**src/rtl/uart_pkg.sv**
```systemverilog
// Shared types and constants for the UART APB request arbiter.
package uart_pkg;

    // Arbiter transaction phases; SETUP/ACCESS mirror the APB3 phases.
    typedef enum logic [1:0] {
        StIdle   = 2'd0,
        StSetup  = 2'd1,
        StAccess = 2'd2,
        StResp   = 2'd3
    } uart_arb_state_t;

    // Default ACCESS wait-state budget before a transfer is abandoned.
    localparam int unsigned UART_ARB_TIMEOUT_DFLT = 16;

endpackage

```
**src/rtl/uart_rr_arbiter.sv**
```systemverilog
// Two-way round-robin grant: on contention the requester not granted last wins.
module uart_rr_arbiter (
    input  logic [1:0] req,
    input  logic       last_grant,  // index of the requester granted most recently
    input  logic       update,      // grant is only issued while arbitration is open
    output logic [1:0] grant
);

    // One-hot grant, zero when arbitration is closed or nobody asks.
    always_comb begin
        grant = 2'b00;
        if (update) begin
            if (req == 2'b11) begin
                grant = last_grant ? 2'b01 : 2'b10;
            end else begin
                grant = req;
            end
        end
    end

endmodule

```
**src/rtl/uart_apb_arbiter.sv**
```systemverilog
// Arbitrates two local requesters onto a single APB3 master port.
module uart_apb_arbiter
    import uart_pkg::*;
#(
    parameter int unsigned APB_ADDR_WIDTH = 8,
    parameter int unsigned APB_DATA_WIDTH = 32,
    parameter int unsigned TIMEOUT_CYCLES = UART_ARB_TIMEOUT_DFLT
) (
    input  logic                        i_apb_pclk,
    input  logic                        i_apb_presetn,
    input  logic [1:0]                  i_req,
    input  logic [2*APB_ADDR_WIDTH-1:0] i_addr,
    input  logic [2*APB_DATA_WIDTH-1:0] i_wdata,
    input  logic [1:0]                  i_write,
    output logic [1:0]                  o_done,
    output logic [APB_DATA_WIDTH-1:0]   o_rdata,
    output logic                        o_err,
    output logic                        o_timeout,
    output logic [APB_ADDR_WIDTH-1:0]   o_paddr,
    output logic [APB_DATA_WIDTH-1:0]   o_pwdata,
    output logic                        o_pwrite,
    output logic                        o_psel,
    output logic                        o_penable,
    input  logic [APB_DATA_WIDTH-1:0]   i_prdata,
    input  logic                        i_pready,
    input  logic                        i_pslverr
);

    localparam int unsigned AW = APB_ADDR_WIDTH;
    localparam int unsigned DW = APB_DATA_WIDTH;
    // Counter value seen during the last permitted ACCESS cycle.
    localparam logic [7:0] TMO_LAST = 8'(TIMEOUT_CYCLES - 1);

    uart_arb_state_t   state_q, state_d;
    logic              last_q;
    logic              win_q;
    logic [AW-1:0]     paddr_q;
    logic [DW-1:0]     pwdata_q;
    logic              pwrite_q;
    logic [DW-1:0]     rdata_q;
    logic              err_q;
    logic              tmo_q;
    logic [7:0]        wcnt_q;
    logic [1:0]        grant;
    logic              grant_idx;
    logic              tmo_hit;

    assign grant_idx = grant[1];
    assign tmo_hit   = !i_pready && (wcnt_q == TMO_LAST);

    uart_rr_arbiter u_rr (
        .req        (i_req),
        .last_grant (last_q),
        .update     (state_q == StIdle),
        .grant      (grant)
    );

    // State register.
    always_ff @(posedge i_apb_pclk or negedge i_apb_presetn) begin
        if (!i_apb_presetn) begin
            state_q <= StIdle;
        end else begin
            state_q <= state_d;
        end
    end

    // Next-state: a fixed walk IDLE->SETUP->ACCESS->RESP, ACCESS ends on ready or timeout.
    always_comb begin
        state_d = state_q;
        unique case (state_q)
            StIdle:   if (|i_req) state_d = StSetup;
            StSetup:  state_d = StAccess;
            StAccess: if (i_pready || tmo_hit) state_d = StResp;
            StResp:   state_d = StIdle;
            default:  state_d = StIdle;
        endcase
    end

    // Transaction datapath: latch the winner in IDLE, capture the response in ACCESS.
    always_ff @(posedge i_apb_pclk or negedge i_apb_presetn) begin
        if (!i_apb_presetn) begin
            last_q   <= 1'b1;  // requester 0 owns priority out of reset
            win_q    <= 1'b0;
            paddr_q  <= '0;
            pwdata_q <= '0;
            pwrite_q <= 1'b0;
            rdata_q  <= '0;
            err_q    <= 1'b0;
            tmo_q    <= 1'b0;
            wcnt_q   <= '0;
        end else begin
            unique case (state_q)
                StIdle: begin
                    if (|i_req) begin
                        win_q    <= grant_idx;
                        last_q   <= grant_idx;
                        paddr_q  <= grant_idx ? i_addr[AW +: AW] : i_addr[0 +: AW];
                        pwdata_q <= grant_idx ? i_wdata[DW +: DW] : i_wdata[0 +: DW];
                        pwrite_q <= i_write[grant_idx];
                    end
                end
                StSetup: begin
                    wcnt_q <= '0;
                end
                StAccess: begin
                    if (i_pready) begin
                        rdata_q <= pwrite_q ? '0 : i_prdata;
                        err_q   <= i_pslverr;
                    end else if (tmo_hit) begin
                        rdata_q <= '0;
                        err_q   <= 1'b1;
                        tmo_q   <= 1'b1;
                    end else begin
                        wcnt_q <= wcnt_q + 8'd1;
                    end
                end
                default: ;
            endcase
        end
    end

    // Outputs decoded from the current phase; APB payload holds between transfers.
    always_comb begin
        o_psel    = (state_q == StSetup) || (state_q == StAccess);
        o_penable = (state_q == StAccess);
        o_done    = 2'b00;
        o_rdata   = '0;
        o_err     = 1'b0;
        if (state_q == StResp) begin
            o_done[win_q] = 1'b1;
            o_rdata       = rdata_q;
            o_err         = err_q;
        end
    end

    assign o_paddr   = paddr_q;
    assign o_pwdata  = pwdata_q;
    assign o_pwrite  = pwrite_q;
    assign o_timeout = tmo_q;

endmodule

```
**config.mk**
```make
export PLATFORM = sky130hd
export DESIGN_NAME = uart_apb_arbiter
export DESIGN_NICKNAME = d
export VERILOG_FILES = /design/src/rtl/uart_pkg.sv /design/src/rtl/uart_rr_arbiter.sv /design/src/rtl/uart_apb_arbiter.sv
export SDC_FILE = /design/constraint.sdc
export NUM_CORES = 1
export LEC_CHECK = 0
export ABC_AREA = 0
export CAP_MARGIN = 10
export CORE_ASPECT_RATIO = 0.6
export CORE_MARGIN = 8
export CORE_UTILIZATION = 41
export DETAILED_ROUTE_END_ITERATION = 12
export PLACE_DENSITY_LB_ADDON = 0.25
export SLEW_MARGIN = 30
export SYNTH_ARGS = -nofsm -noshare
export SYNTH_HDL_FRONTEND = slang
export SYNTH_SLANG_ARGS = --single-unit
```
**constraint.sdc**
```tcl
create_clock -name i_apb_pclk -period 4.25 [get_ports i_apb_pclk]
set_input_delay 0.6375 -clock i_apb_pclk [delete_from_list [all_inputs] [get_ports i_apb_pclk]]
set_output_delay 0.6375 -clock i_apb_pclk [all_outputs]
set_load 0.01 [all_outputs]
```
==> flow_metrics.py, run 1 <==
metrics = {
    "outcome": {
        "status": "completed",
    },
    "clock_network": {
        "cts_tree": "yes",
        "cts-root-buf": "clkbuf_16",
        "post_cts_buffers": 0,
        "clk_pin_slew_ns": 0.06,
        "cts.htree.levels": 3,
        "clock_sinks": 87,
        "worstSkewPairLatency_ns": 0.34,
        "post_cts_resized": 0,
        "cts_buffer_depth": 2,
        "postCtsHoldBufs": 0,
        "cts_made_buffers": 9,
    },
    "logic_synthesis": {
        "yosysWarnings": 0,
        "syn-cell-area_sq_mm": 0.00407,
        "synth_area_per_cell_sq_um": 10.8,
        "synthCells": 375,
        "ys_seq_elements": 87,
        "synth_nets": 500,
        "yosysUniqueCellTypes": 40,
        "ys_seq_area_share_pct": 53.6,
    },
    "timing": {
        "setup_viol": 0,
        "max_freq_ghz": 0.344,
        "finalCriticalPeriod_ns": 2.91,
        "setup_tns_ns": 0,
        "tightest_slew_ns": 0.899,
        "fin_skew_ns": 0.00581,
        "hold_viol": 0,
        "fin_crit_sh_pct": 68.5,
        "drv_slew": 0,
        "rsz0062_at_grt": "no",
        "slew_headroom_pct": 40.1,
    },
    "worst_setup_path": {
        "path_cells": "ha_1 -> and2_1 -> clkdlybuf4s50_1",
        "cp.required_ns": 3.61,
        "slowest_stage": "ha_1",
        "crit_arrival_ns": 2.27,
        "cp.depth": 3,
        "cp_max_fo": 35,
        "cp-start-kind": "register",
        "path_delay_family": "adder cells",
        "cp_num_buf_inv": 1,
        "r2r_cells": 6,
        "path_class": "reg2out",
        "cp-end-kind": "output port",
        "cp_slowest_stage_delay_ns": 0.76,
    },
    "detailed_routing": {
        "drtAntennaViolNets": 0,
        "drtIter0Drc": 147,
        "wirelength_microns": 12200,
        "firstDrtPassIters": 4,
        "num_vias": 3518,
        "drc": 0,
        "wire_per_inst_microns": 17.4,
        "drt-vias-per-instance": 5.01,
    },
    "global_routing": {
        "grt_pass1_wl_microns": 19000,
        "grt_max_degree": 84,
        "grt.met2_usage_pct": 28.3,
        "use_met1_pct": 22.3,
        "antenna_found_initial": 0,
        "use_met3_pct": 8.75,
        "grt.total_usage_pct": 18.1,
        "grt_overflow": 0,
        "grt_pass1_vias": 3651,
        "grt.busiest_layer": "met2",
    },
    "final_layout": {
        "areaGrowthSynthToFinish_pct": 57.6,
        "diodes": 0,
        "drive_above_1_share_pct": 5.47,
        "num-fill-cells": 782,
        "fin_util_pct": 65.8,
        "final_common_cell": "clkdlybuf4s50_1",
        "final_cell_mix": "197 x clkdlybuf4s50_1, 86 x dfrtp_1, 54 x nand2_1",
        "regArea_sq_mm": 0.00218,
        "multi_input_area_sq_mm": 0.00175,
        "fin_area_sq_mm": 0.00641,
        "fin_nets": 687,
    },
    "placed_design": {
        "portBuffers": 198,
        "dp_hpwl_microns": 9420,
        "gp_congestion": 0.806,
        "placed_area_sq_mm": 0.00613,
    },
    "pwr": {
        "p_leak_nw": 2.78,
        "finalPower_mw": 3.93,
        "power_density_mw_per_mm2": 613,
        "ir_drop_uv": 340,
    },
    "floorplanning": {
        "io_pins": 199,
        "dieArea_sq_mm": 0.0135,
        "die_h_microns": 93.2,
        "core_area_sq_mm": 0.00974,
        "initial_utilization_pct": 41.8,
        "rows": 28,
        "die_w_microns": 145,
    },
    "run": {
        "drv_cap": 0,
    },
    "min_path": {
        "hold_class": "in2async",
    },
}
[flip-flops by register name, summed over array words and instances, names as in the netlist]
signal,cells
o_timeout,1
err_q,1
wcnt_q,8
o_paddr,8
last_q,1
state_q,2
o_pwrite,1
rdata_q,32
o_pwdata,32
win_q,1
[power breakdown]
part / switching, mW / internal, mW
Clock: 0.332 / 0.413
Combinational: 0.827 / 0.944
Sequential: 0.209 / 1.21
Total: 1.37 / 2.56
[synthesized netlist by cell type, drive strengths merged]
master,count,area [sq um]
or3,1,6.26
o311ai,1,8.76
and3b,1,8.76
clkbuf,10,37.5
nand3,2,10.0
nand2,55,214
buf,16,108
nor2,5,18.8
ha,5,62.6
a2bb2oi,1,8.76
dfstp,1,26.3
a31oi,1,6.26
o221ai,1,8.76
nand4,4,25.0
a21boi,1,7.51
o21ai,45,225
and3,2,12.5
a21o,2,22.5
nor4b,1,8.76
nor2b,3,18.8
nor3,1,10.0
a211o,1,8.76
and2,35,219
a31o,1,8.76
dfrtp,86,2150
nor3b,1,7.51
o32a,1,10.0
mux2i,42,420
a21oi,7,38.8
a22o,35,307
inv,5,18.8
and4b,1,13.8
nand4b,1,8.76
[layout make-up]
type / instances / area share, %
well taps: 135 / 2.63
multi-input cells: 257 / 27.3
flip-flops and latches: 87 / 34.0
clock buffers: 10 / 3.73
clock inverters: 6 / 0.722
inverters: 5 / 0.293
repair buffers: 202 / 31.3
[metrics by stage]
| step | hold WS [ns] | std cells | setup slack, ns |
|---|---|---|---|
| 2_1_floorplan | 0.342 | 375 | 2.58 |
| 3_3_place_gp | 0.457 | 686 | 1.72 |
| 3_5_place_dp | 0.461 | 686 | 1.64 |
| 4_1_cts | 0.293 | 702 | 1.32 |
| 5_1_grt | 0.307 | 702 | 1.19 |
| 6_report | 0.282 | 702 | 1.34 |
[logic make-up (layout without fill, tap and decap cells)]
group / Yosys count / count (layout) / synth area share, %
flops: 87 / 87 / 53.6
buf+inv: 31 / 223 / 4.03
simple gates: 113 / 113 / 14.3
fa+ha+maj: 5 / 5 / 1.54
compound gates: 97 / 97 / 16.2
mux: 42 / 42 / 10.3
[path summary, 6_finish.rpt]
path | startpoint | endpoint | slack, ns
min | i_apb_presetn | rdata_q[28] | 0.28
max reg2reg | state_q[0] | rdata_q[24] | 2.22
max | state_q[1] | o_rdata[15] | 1.34
min in group i_apb_pclk | o_pwdata[10] | o_pwdata[10] | 0.48
min reg2reg | o_pwdata[10] | o_pwdata[10] | 0.48
max in group asynchronous | i_apb_presetn | rdata_q[15] | 2.97
[worst register-to-register path, delay by kind of cell (launching register included)]
family / cells / cell delay, ns
AO/OA/AOI/OAI: 1 / 0.21
flip-flops: 1 / 0.40
adder cells (fa/ha/maj): 1 / 0.64
buffers and inverters: 2 / 0.43
AND/OR/NAND/NOR: 2 / 0.28
[per-layer routing]
| layer | routed length [microns] | share of wire, % |
|---|---|---|
| met4 | 132 | 1.1 |
| met2 | 5490 | 45 |
| met3 | 1370 | 11 |
| met1 | 5210 | 43 |
| met5 | 0 | 0 |
No activity file was read; power rests on OpenSTA's default activity.
==> run 2: changes to the inputs <==
Settings changed: CORE_UTILIZATION 41 to 37.
Clock period 4.25 ns to 2.63 ns, I/O delays scaled along.
==> flow_metrics.py, run 2 (synthesis results as in run 1) <==
metrics = {
    "global_routing": {
        "grt_pass1_vias": 3649,
        "grt.total_usage_pct": 16.7,
        "grt_overflow": 0,
        "grt_pass1_wl_microns": 19600,
        "grt_max_degree": 56,
        "antenna_found_initial": 0,
    },
    "clock_network": {
        "cts_made_buffers": 9,
        "cts_tree": "yes",
        "cts.htree.levels": 3,
        "cts-root-buf": "clkbuf_16",
        "post_cts_resized": 0,
        "post_cts_buffers": 0,
        "clock_sinks": 87,
        "worstSkewPairLatency_ns": 0.33,
        "cts_buffer_depth": 2,
        "clk_pin_slew_ns": 0.07,
        "postCtsHoldBufs": 0,
    },
    "final_layout": {
        "final_cells": 710,
        "final_common_cell": "clkdlybuf4s50_1",
        "fin_nets": 691,
        "final_cell_mix": "197 x clkdlybuf4s50_1, 86 x dfrtp_1, 54 x nand2_1",
        "fin_area_sq_mm": 0.00651,
        "drive_above_1_share_pct": 5.95,
        "areaGrowthSynthToFinish_pct": 60.0,
        "diodes": 0,
    },
    "detailed_routing": {
        "firstDrtPassIters": 4,
        "drt-vias-per-instance": 4.92,
        "drtIter0Drc": 206,
        "drc": 0,
        "wire_per_inst_microns": 17.5,
        "num_vias": 3496,
        "wirelength_microns": 12400,
        "drtAntennaViolNets": 0,
    },
    "floorplanning": {
        "initial_utilization_pct": 38.3,
        "core_area_sq_mm": 0.0106,
        "dieArea_sq_mm": 0.0147,
        "io_pins": 199,
        "die_h_microns": 97.2,
        "die_w_microns": 151,
        "rows": 29,
    },
    "timing": {
        "fin_hold_ws_ns": 0.0563,
        "fin_crit_sh_pct": 88.4,
        "max_freq_ghz": 0.430,
        "hold_viol": 0,
        "setup_tns_ns": 0,
        "tightest_slew_ns": 0.570,
        "drv_slew": 0,
        "rsz0062_at_grt": "no",
        "slew_headroom_pct": 62.0,
        "setup_viol": 0,
        "finalCriticalPeriod_ns": 2.32,
        "fin_skew_ns": 0.00974,
    },
    "placed_design": {
        "placed_area_sq_mm": 0.00619,
        "dp_hpwl_microns": 9450,
        "gp_congestion": 0.777,
        "portBuffers": 198,
        "dp_cells": 694,
    },
    "pwr": {
        "power_density_mw_per_mm2": 1010,
        "ir_drop_uv": 427,
        "p_leak_nw": 2.84,
    },
    "run": {
        "drv_cap": 0,
    },
    "worst_setup_path": {
        "cp_slowest_stage_delay_ns": 0.63,
        "cp_num_buf_inv": 2,
        "slowest_stage": "clkdlybuf4s50_1",
        "cp.required_ns": 2.24,
        "path_class": "reg2out",
        "cp-end-kind": "output port",
        "path_delay_family": "buffers and inverters",
        "crit_arrival_ns": 1.93,
        "cp-start-kind": "register",
        "cp_max_fo": 10,
        "path_cells": "inv_1 -> ha_1 -> clkdlybuf4s50_1",
    },
    "min_path": {
        "hold_class": "in2async",
    },
    "outcome": {
        "status": "completed",
    },
}
-- run 2: changes by cell type in the layout (fill, tap and decap cells not counted), sizes merged --
cell | previous run | this run
buf | 5 | 9
bufinv | 0 | 2
clkbuf | 10 | 11
clkinvlp | 5 | 1
clkinv | 1 | 2
-- run 2: per-stage QoR --
| stage | setup WS, ns | util, % | power [mW] |
|---|---|---|---|
| after floorplan | 0.964 | - | 3.73 |
| after CTS | 0.294 | 61.2 | 6.69 |
| after global placement | 0.678 | 58.2 | 5.19 |
| after global routing | 0.200 | 61.2 | 7.08 |
| after detailed placement | 0.610 | 58.2 | 5.27 |
| final | 0.306 | 61.2 | 6.60 |
-- run 2: cell type report --
class	count	area, sq um
flip-flops and latches	87	2180
well taps	139	174
inverters	5	18.8
clock inverters	5	81.3
repair buffers	206	2060
fillers	849	4120
clock buffers	11	243
multi-input cells	257	1750
-- run 2: worst register-to-register path, cell delays in order, from the launching register on --
cell,delay [ns]
dfrtp_1,0.37
inv_1,0.08
ha_1,0.52
inv_1,0.23
or3_1,0.38
o21ai_1,0.12
a22o_1,0.13
-- run 2: layer usage --
| layer | part of all wire [%] | GRT usage, % | up-vias |
|---|---|---|---|
| li1 | - | - | 1698 |
| met1 | 44 | 21.2 | 1657 |
| met2 | 44 | 24.9 | 134 |
| met3 | 11 | 8.60 | 7 |
| met4 | 0.76 | 3.33 | 0 |
| met5 | 0 | 0 | - |
-- run 2: power breakdown --
| group | total, mW | switching, mW | internal [mW] |
|---|---|---|---|
| Sequential | 2.28 | 0.336 | 1.95 |
| Clock | 1.38 | 0.517 | 0.859 |
| Combinational | 2.94 | 1.38 | 1.56 |
| Total | 6.60 | 2.23 | 4.37 |
-- run 2: path summary, 6_finish.rpt --
check,end,slack [ns],cells after the start,start
worst max-delay path,o_psel,0.31,3,state_q[0]
worst min-delay path,rdata_q[25],0.06,1,i_apb_presetn
worst max register to register,wcnt_q[4],0.74,6,state_q[0]
worst min register to register,o_pwdata[31],0.48,2,o_pwdata[31]
max in group asynchronous,last_q,1.88,2,i_apb_presetn
min in group i_apb_pclk,o_pwdata[31],0.48,2,o_pwdata[31]
==> run 3: changes to the inputs <==
--- a/config.mk
+++ b/config.mk
@@ -13,3 +13,3 @@
 export DETAILED_ROUTE_END_ITERATION = 12
-export PLACE_DENSITY_LB_ADDON = 0.25
+export PLACE_DENSITY = 0.84
 export SLEW_MARGIN = 30
==> constraint.sdc (replaced) <==
create_clock -name i_apb_pclk -period 2.63 [get_ports i_apb_pclk]
set_input_delay 0.526 -clock i_apb_pclk [delete_from_list [all_inputs] [get_ports i_apb_pclk]]
set_output_delay 0.526 -clock i_apb_pclk [all_outputs]
set_load 0.01 [all_outputs]
==> flow_metrics.py, run 3 (synthesis results as in run 1) <==
metrics = {
    "pwr": {
        "power_density_mw_per_mm2": 997,
        "p_clk_share_pct": 19.1,
        "p_leak_nw": 2.84,
        "intPower_mw": 4.27,
        "finalPower_mw": 6.48,
        "p_sw_share_pct": 34.1,
        "p_seq_share_pct": 35.2,
        "pwr-share-comb_pct": 45.6,
        "ir_drop_uv": 486,
        "switching_power_mw": 2.21,
    },
    "timing": {
        "fin_crit_sh_pct": 91.9,
        "fin_hold_ws_ns": 0.180,
        "tightest_slew_ns": 0.557,
        "slew_headroom_pct": 62.9,
        "rsz0062_at_grt": "no",
        "fin_skew_ns": 0.00471,
        "drv_slew": 0,
        "setup_viol": 0,
        "hold_viol": 0,
        "finalCriticalPeriod_ns": 2.42,
        "setup_tns_ns": 0,
        "max_freq_ghz": 0.414,
    },
    "clock_network": {
        "postCtsHoldBufs": 0,
        "cts.htree.levels": 3,
        "post_cts_resized": 0,
        "clock_sinks": 87,
        "cts-root-buf": "clkbuf_16",
        "cts_buffer_depth": 2,
        "worstSkewPairLatency_ns": 0.33,
        "post_cts_buffers": 0,
        "cts_made_buffers": 9,
        "clk_pin_slew_ns": 0.06,
        "cts_tree": "yes",
    },
    "floorplanning": {
        "initial_utilization_pct": 38.3,
        "die_w_microns": 151,
        "die_h_microns": 97.2,
        "io_pins": 199,
        "rows": 29,
        "core_area_sq_mm": 0.0106,
        "dieArea_sq_mm": 0.0147,
    },
    "final_layout": {
        "fin_util_pct": 61.2,
        "final_cell_mix": "197 x clkdlybuf4s50_1, 86 x dfrtp_1, 54 x nand2_1",
        "drive_above_1_share_pct": 5.78,
        "diodes": 0,
        "areaGrowthSynthToFinish_pct": 59.9,
        "fin_nets": 691,
        "final_common_cell": "clkdlybuf4s50_1",
        "final_cells": 710,
    },
    "global_routing": {
        "grt_max_degree": 48,
        "grt.met2_usage_pct": 27.2,
        "grt_pass1_wl_microns": 19900,
        "grt.total_usage_pct": 16.9,
        "grt.busiest_layer": "met2",
        "grt_pass1_vias": 3817,
        "grt_overflow": 0,
        "use_met3_pct": 7.12,
        "use_met1_pct": 20.5,
        "antenna_found_initial": 0,
    },
    "worst_setup_path": {
        "cp.required_ns": 2.10,
        "cp-start-kind": "register",
        "path_cells": "inv_1 -> ha_1 -> clkdlybuf4s50_1",
        "path_class": "reg2out",
        "cp-end-kind": "output port",
        "path_delay_family": "buffers and inverters",
        "cp_slowest_stage_delay_ns": 0.61,
        "cp_num_buf_inv": 2,
        "cp_max_fo": 10,
        "slowest_stage": "clkdlybuf4s50_1",
        "crit_arrival_ns": 1.89,
    },
    "detailed_routing": {
        "drc": 0,
        "firstDrtPassIters": 6,
        "num_vias": 3531,
        "wire_per_inst_microns": 17.8,
        "drtAntennaViolNets": 0,
        "drtIter0Drc": 110,
        "drt-vias-per-instance": 4.97,
        "wirelength_microns": 12600,
    },
    "placed_design": {
        "dp_hpwl_microns": 9810,
        "dp_cells": 694,
        "portBuffers": 198,
        "gp_congestion": 0.829,
    },
    "outcome": {
        "status": "completed",
    },
    "min_path": {
        "hold_class": "in2async",
    },
    "run": {
        "drv_cap": 0,
    },
}
==> run 3: power groups by stage <==
stage / logic [mW] / registers, mW / clock network [mW]
floorplan: 1.36 / 2.36 / 0
CTS: 3.01 / 2.29 / 1.27
detailed placement: 3.00 / 2.31 / 0
finish: 2.96 / 2.28 / 1.24
global placement: 2.90 / 2.27 / 0
global route: 3.22 / 2.37 / 1.34
==> run 3: final cells by class <==
| class | instances | area [sq um] |
|---|---|---|
| clock buffers | 11 | 233 |
| fillers | 843 | 4130 |
| clock inverters | 5 | 58.8 |
| flip-flops and latches | 87 | 2180 |
| repair buffers | 206 | 2090 |
| multi-input cells | 257 | 1750 |
| inverters | 5 | 18.8 |
| well taps | 139 | 174 |
==> run 3: path summary, 6_finish.rpt <==
| path | endpoint | start | depth (start not counted) | slack (ns) |
|---|---|---|---|---|
| min in group i_apb_pclk | o_pwdata[24] | o_pwdata[24] | 2 | 0.48 |
| max in group asynchronous | rdata_q[25] | i_apb_presetn | 2 | 1.78 |
| worst min-delay path | rdata_q[27] | i_apb_presetn | 1 | 0.18 |
| worst max-delay path | o_psel | state_q[0] | 3 | 0.21 |
| worst min register to register | o_pwdata[24] | o_pwdata[24] | 2 | 0.48 |
| worst max register to register | wcnt_q[4] | state_q[0] | 6 | 0.75 |
==> run 3: stage by stage <==
| step | area [sq um] | worst slack (ns) |
|---|---|---|
| 6_report | 6500 | 0.212 |
| 5_1_grt | 6500 | 0.0892 |
| 4_1_cts | 6500 | 0.190 |
| 3_5_place_dp | 6210 | 0.477 |
| 3_3_place_gp | 6210 | 0.547 |
| 2_1_floorplan | 4070 | 0.964 |
==> run 3: worst register-to-register path, stage by stage (launching register included) <==
cell and delay (ns):
dfrtp_1 0.37, inv_1 0.09, ha_1 0.50, inv_1 0.22
or3_1 0.38, o21ai_1 0.13, a22o_1 0.13
==> run 3: layer usage <==
metal / up-vias / wire length [microns]
li1: 1698 / -
met1: 1680 / 5310
met2: 142 / 5810
met3: 11 / 1360
met4: 0 / 130
met5: - / 0
==> RTL change 1: new RTL, flow settings as in run 2 <==
Register the output `o_err`, with the module's reset; this adds one clock of latency there. The other outputs are not delayed to match.
--- a/src/rtl/uart_apb_arbiter.sv
+++ b/src/rtl/uart_apb_arbiter.sv
@@ -32,2 +32,4 @@
     localparam logic [7:0] TMO_LAST = 8'(TIMEOUT_CYCLES - 1);
+
+    logic o_err_d;
 
@@ -127,3 +129,3 @@
         o_rdata   = '0;
-        o_err     = 1'b0;
+        o_err_d   = 1'b0;
         if (state_q == StResp) begin
@@ -131,3 +133,3 @@
             o_rdata       = rdata_q;
-            o_err         = err_q;
+            o_err_d       = err_q;
         end
@@ -140,2 +142,10 @@
 
+    always_ff @(posedge i_apb_pclk or negedge i_apb_presetn) begin
+        if (!i_apb_presetn) begin
+            o_err <= '0;
+        end else begin
+            o_err <= o_err_d;
+        end
+    end
+
 endmodule
Function: changed (a bounded check fails within 4 cycles, from zero or initial values and one cycle with i_apb_presetn low).
==> RTL change 1 against run 2 <==
  * Wire length grew 3.0%
  * First-iteration DRC count shrank 32%
  * Area after synthesis grew 0.62%
  * Final area is essentially flat
  * Cell count shrank 0.56%
  * Setup slack lost 0.028 ns
  * Sequential cell count grew 1
  * Largest cell class unchanged
  * Power shrank 0.49%
  * Largest power group unchanged
==> RTL change 1: results <==
final_layout:
  n_fill_cell: 865
  antenna_cells: 0
  final_layout_size_suffix_gt1_share_pct: 5.29
route:
  post_drt_via_cell_ratio: 5.00
  wl_met3_um: 1560
  initialDrtViolationCount: 140
  firstDrtPassIters: 4
  wl_met2_um: 5670
  routedWlPerCell_um: 18.1
global_routing:
  grt_pass1_wl_um: 20000
  grt_pass1_vias: 3738
  grt_max_degree: 80
  track_usage_pct: 17.1
status:
  status: "complete, no violations"
synthesis:
  syn_nets: 501
  synth_flop_cell: "dfrtp_1"
  ys_seq_area_share_pct: 53.8
  synthDistinctLibCells: 40
  synth_area_leaders: "dfrtp_1 (53%), mux2i_1 (10%), a22o_1 (7.5%), and2_1 (5.4%), nand2_1 (5.0%)"
  synthTopCellsByCount: "dfrtp_1 (87), nand2_1 (54), mux2i_1 (42)"
  yosysWarningCount: 0
  synth.avg_cell_area_um2: 10.9
sta:
  fin_skew_ns: 0.00775
  maxSlewHeadroom_pct: 60.2
power_and_ir_drop:
  vdd_drop_max_mv: 0.486
  power.leakage_nw: 2.84
placement:
  place_area_mm2: 0.00621
  portBuffers: 198
  placed_cells: 693
  hpwl_um: 9690
  routabilityCongestion: 0.789
worst_setup_path:
  critical_path_peak_fanout: 33
-- RTL change 1: where the power goes --
part | switching (W) | internal, W
registers | 0.000348 | 0.00197
clock network | 0.000501 | 0.000814
logic | 0.00137 | 0.00157
-- RTL change 1: routing by layer --
metal / GRT usage [%] / vias up
li1: - / 1690
met1: 20.8 / 1685
met2: 26.0 / 144
met3: 9.07 / 8
met4: 3.90 / 0
met5: 0 / -
-- RTL change 1: cells by family (layout without fill, tap and decap cells) --
logic type / after synthesis / after routing / synth area share [%]
buf+inv: 31 / 222 / 4.00
mux: 42 / 42 / 10.3
fa+ha+maj: 5 / 5 / 1.53
flops: 88 / 88 / 53.8
compound gates: 97 / 97 / 16.1
simple gates: 113 / 113 / 14.2
-- RTL change 1: final cells by class --
class	instances	area share [%]
Clock inverter	4	1.12
Sequential cell	88	33.9
Timing Repair Buffer	204	31.7
Clock buffer	9	3.46
Inverter	5	0.288
Multi-Input combinational cell	257	26.9
Tap cell	139	2.67
-- RTL change 1: final timing paths --
kind / slack [ns] / end / start
max: 0.28 / o_rdata[1] / state_q[0]$_DFFE_PN0P_
min: 0.06 / rdata_q[26]$_DFFE_PN0P_ / i_apb_presetn
max reg2reg: 0.77 / wcnt_q[4]$_DFFE_PN0P_ / state_q[0]$_DFFE_PN0P_
min reg2reg: 0.48 / o_pwdata[9]$_DFFE_PN0P_ / o_pwdata[9]$_DFFE_PN0P_
max in group asynchronous: 1.91 / rdata_q[5]$_DFFE_PN0P_ / i_apb_presetn
min in group i_apb_pclk: 0.48 / o_pwdata[9]$_DFFE_PN0P_ / o_pwdata[9]$_DFFE_PN0P_
-- RTL change 1: worst max-delay path, cell delays in order (launching register included) --
cell	delay, ns
dfrtp_1	0.38
ha_1	0.19
buf_4	0.29
and2_1	0.19
clkdlybuf4s50_1	0.56
==> RTL change 2: new RTL, config.mk and constraints of run 2 <==
Made on the original files. Set the package constant `UART_ARB_TIMEOUT_DFLT` to 12 (it was 16).
--- a/src/rtl/uart_pkg.sv
+++ b/src/rtl/uart_pkg.sv
@@ -12,3 +12,3 @@
     // Default ACCESS wait-state budget before a transfer is abandoned.
-    localparam int unsigned UART_ARB_TIMEOUT_DFLT = 16;
+    localparam int unsigned UART_ARB_TIMEOUT_DFLT = 12;
 
Function: same outputs for any inputs over 10 cycles, from zero or initial values and one cycle with i_apb_presetn low; that may be too few to reach the edited logic, so the function may still have changed.
==> RTL change 2 against run 2 <==
  * Wire length up 11%
  * Sequential cell count unchanged
  * Largest cell class unchanged
  * Final area up 2.2%
  * Global-route usage up 1.2 points
  * Setup slack worse by 0.076 ns
  * Core utilization down 1.7 points
  * Die area up 3.2%
  * Power up 0.63%
  * Clock power down 6%
  * Area after synthesis up 3.7%
==> RTL change 2: results <==
worst_setup_path:
  crit_path_start: "state_q[1]$_DFFE_PN0P_"
  cp.arrival_ns: 2.01
  r2r-start: "state_q[0]$_DFFE_PN0P_"
  reg2regPathDepth: 6
  r2r_slack_ns: 0.57
  critical_path_peak_fanout: 16
  regToRegEndpoint: "rdata_q[1]$_DFFE_PN0P_"
  max_stage_delay_ns: 0.66
final_layout:
  nMultiInputCombCells: 301
  clkCellAreaFrac_pct: 4.64
  n_fill_cell: 935
  nonClkBufAreaFrac_pct: 31.8
  seq_cells: 87
  final_layout_size_suffix_gt1_share_pct: 7.07
  n_all_buffers: 211
  nClkBuffers: 10
  multi_input_area_mm2: 0.00185
  inv_count: 7
  multi_input_area_share_pct: 27.8
  nets: 742
clock_network:
  path_clk_slew_ns: 0.07
  cts-buffers-inserted: 9
  cts_setup_buffers: 0
  cts_buffer_depth: 2
  clk_latency_ns: 0.33
synthesis:
  synthDistinctLibCells: 47
  muxShareOfSynthArea_pct: 0.979
  synthTopCellsByCount: "dfrtp_1 (86), o21ai_0 (83), a21oi_1 (47), nand2_1 (46), and2_1 (34)"
  synth_xor_area_share_pct: 0
  ys_seq_area_share_pct: 51.7
  yosys.area_share.adder_pct: 1.48
  synth_compound_area_share_pct: 26.1
  ys_async_sr_fraction_pct: 100
  synth_area_leaders: "dfrtp_1 (51%), o21ai_0 (9.9%), a22o_1 (6.9%), a21oi_1 (5.6%), and2_1 (5.0%)"
  syn_inst: 431
  syn_nets: 556
placement:
  place_area_mm2: 0.00635
  placed_cells: 750
  dpl_worst_slack_ns: 0.584
  hpwl_um: 10300
  routabilityCongestion: 0.844
route:
  initialDrtViolationCount: 246
  firstDrtPassIters: 4
  drt-total-wl_um: 13700
  routedWlPerCell_um: 17.9
  ant_nets: 0
  post_drt_via_cell_ratio: 5.21
global_routing:
  grt_pass1_wl_um: 21900
  grt_pass1_vias: 4062
  grt_max_degree: 53
  track_usage_pct: 17.9
die:
  tapCellCount: 144
sta:
  maxSlewHeadroom_pct: 67.5
  fin_skew_ns: 0.00789
  setup_ws_ns: 0.230
hold_path:
  holdCritPathClass: "in -> async"
status:
  status: "complete, no violations"
power_and_ir_drop:
  vdd_drop_max_mv: 0.504
  power.leakage_nw: 2.78
[RTL change 2: how the worst min path moves through the flow]
stage                              from                       end  slack, ns  cells past startpoint
after floorplan           i_apb_presetn         err_q$_DFFE_PN0P_        0.1                      0
after global placement    i_apb_presetn  o_pwdata[30]$_DFFE_PN0P_       0.38                      1
after detailed placement  i_apb_presetn  o_pwdata[30]$_DFFE_PN0P_       0.38                      1
after CTS                 i_apb_presetn  o_pwdata[30]$_DFFE_PN0P_       0.01                      1
after global routing      i_apb_presetn    o_paddr[0]$_DFFE_PN0P_       0.03                      1
final                     i_apb_presetn  o_pwdata[30]$_DFFE_PN0P_       0.01                      1
[RTL change 2: per-layer routing]
metal  track usage, %  share of wire (%)  up-vias
li1                 -                  -     1915
met1             23.6                 46     1920
met2             27.1                 44      152
met3             7.30                9.2        7
met4             3.52               0.67        0
met5                0                  0        -
[RTL change 2: power by group]
part           internal (W)  switching (W)
clock              0.000767       0.000530
combinational       0.00161        0.00153
sequential          0.00190       0.000306
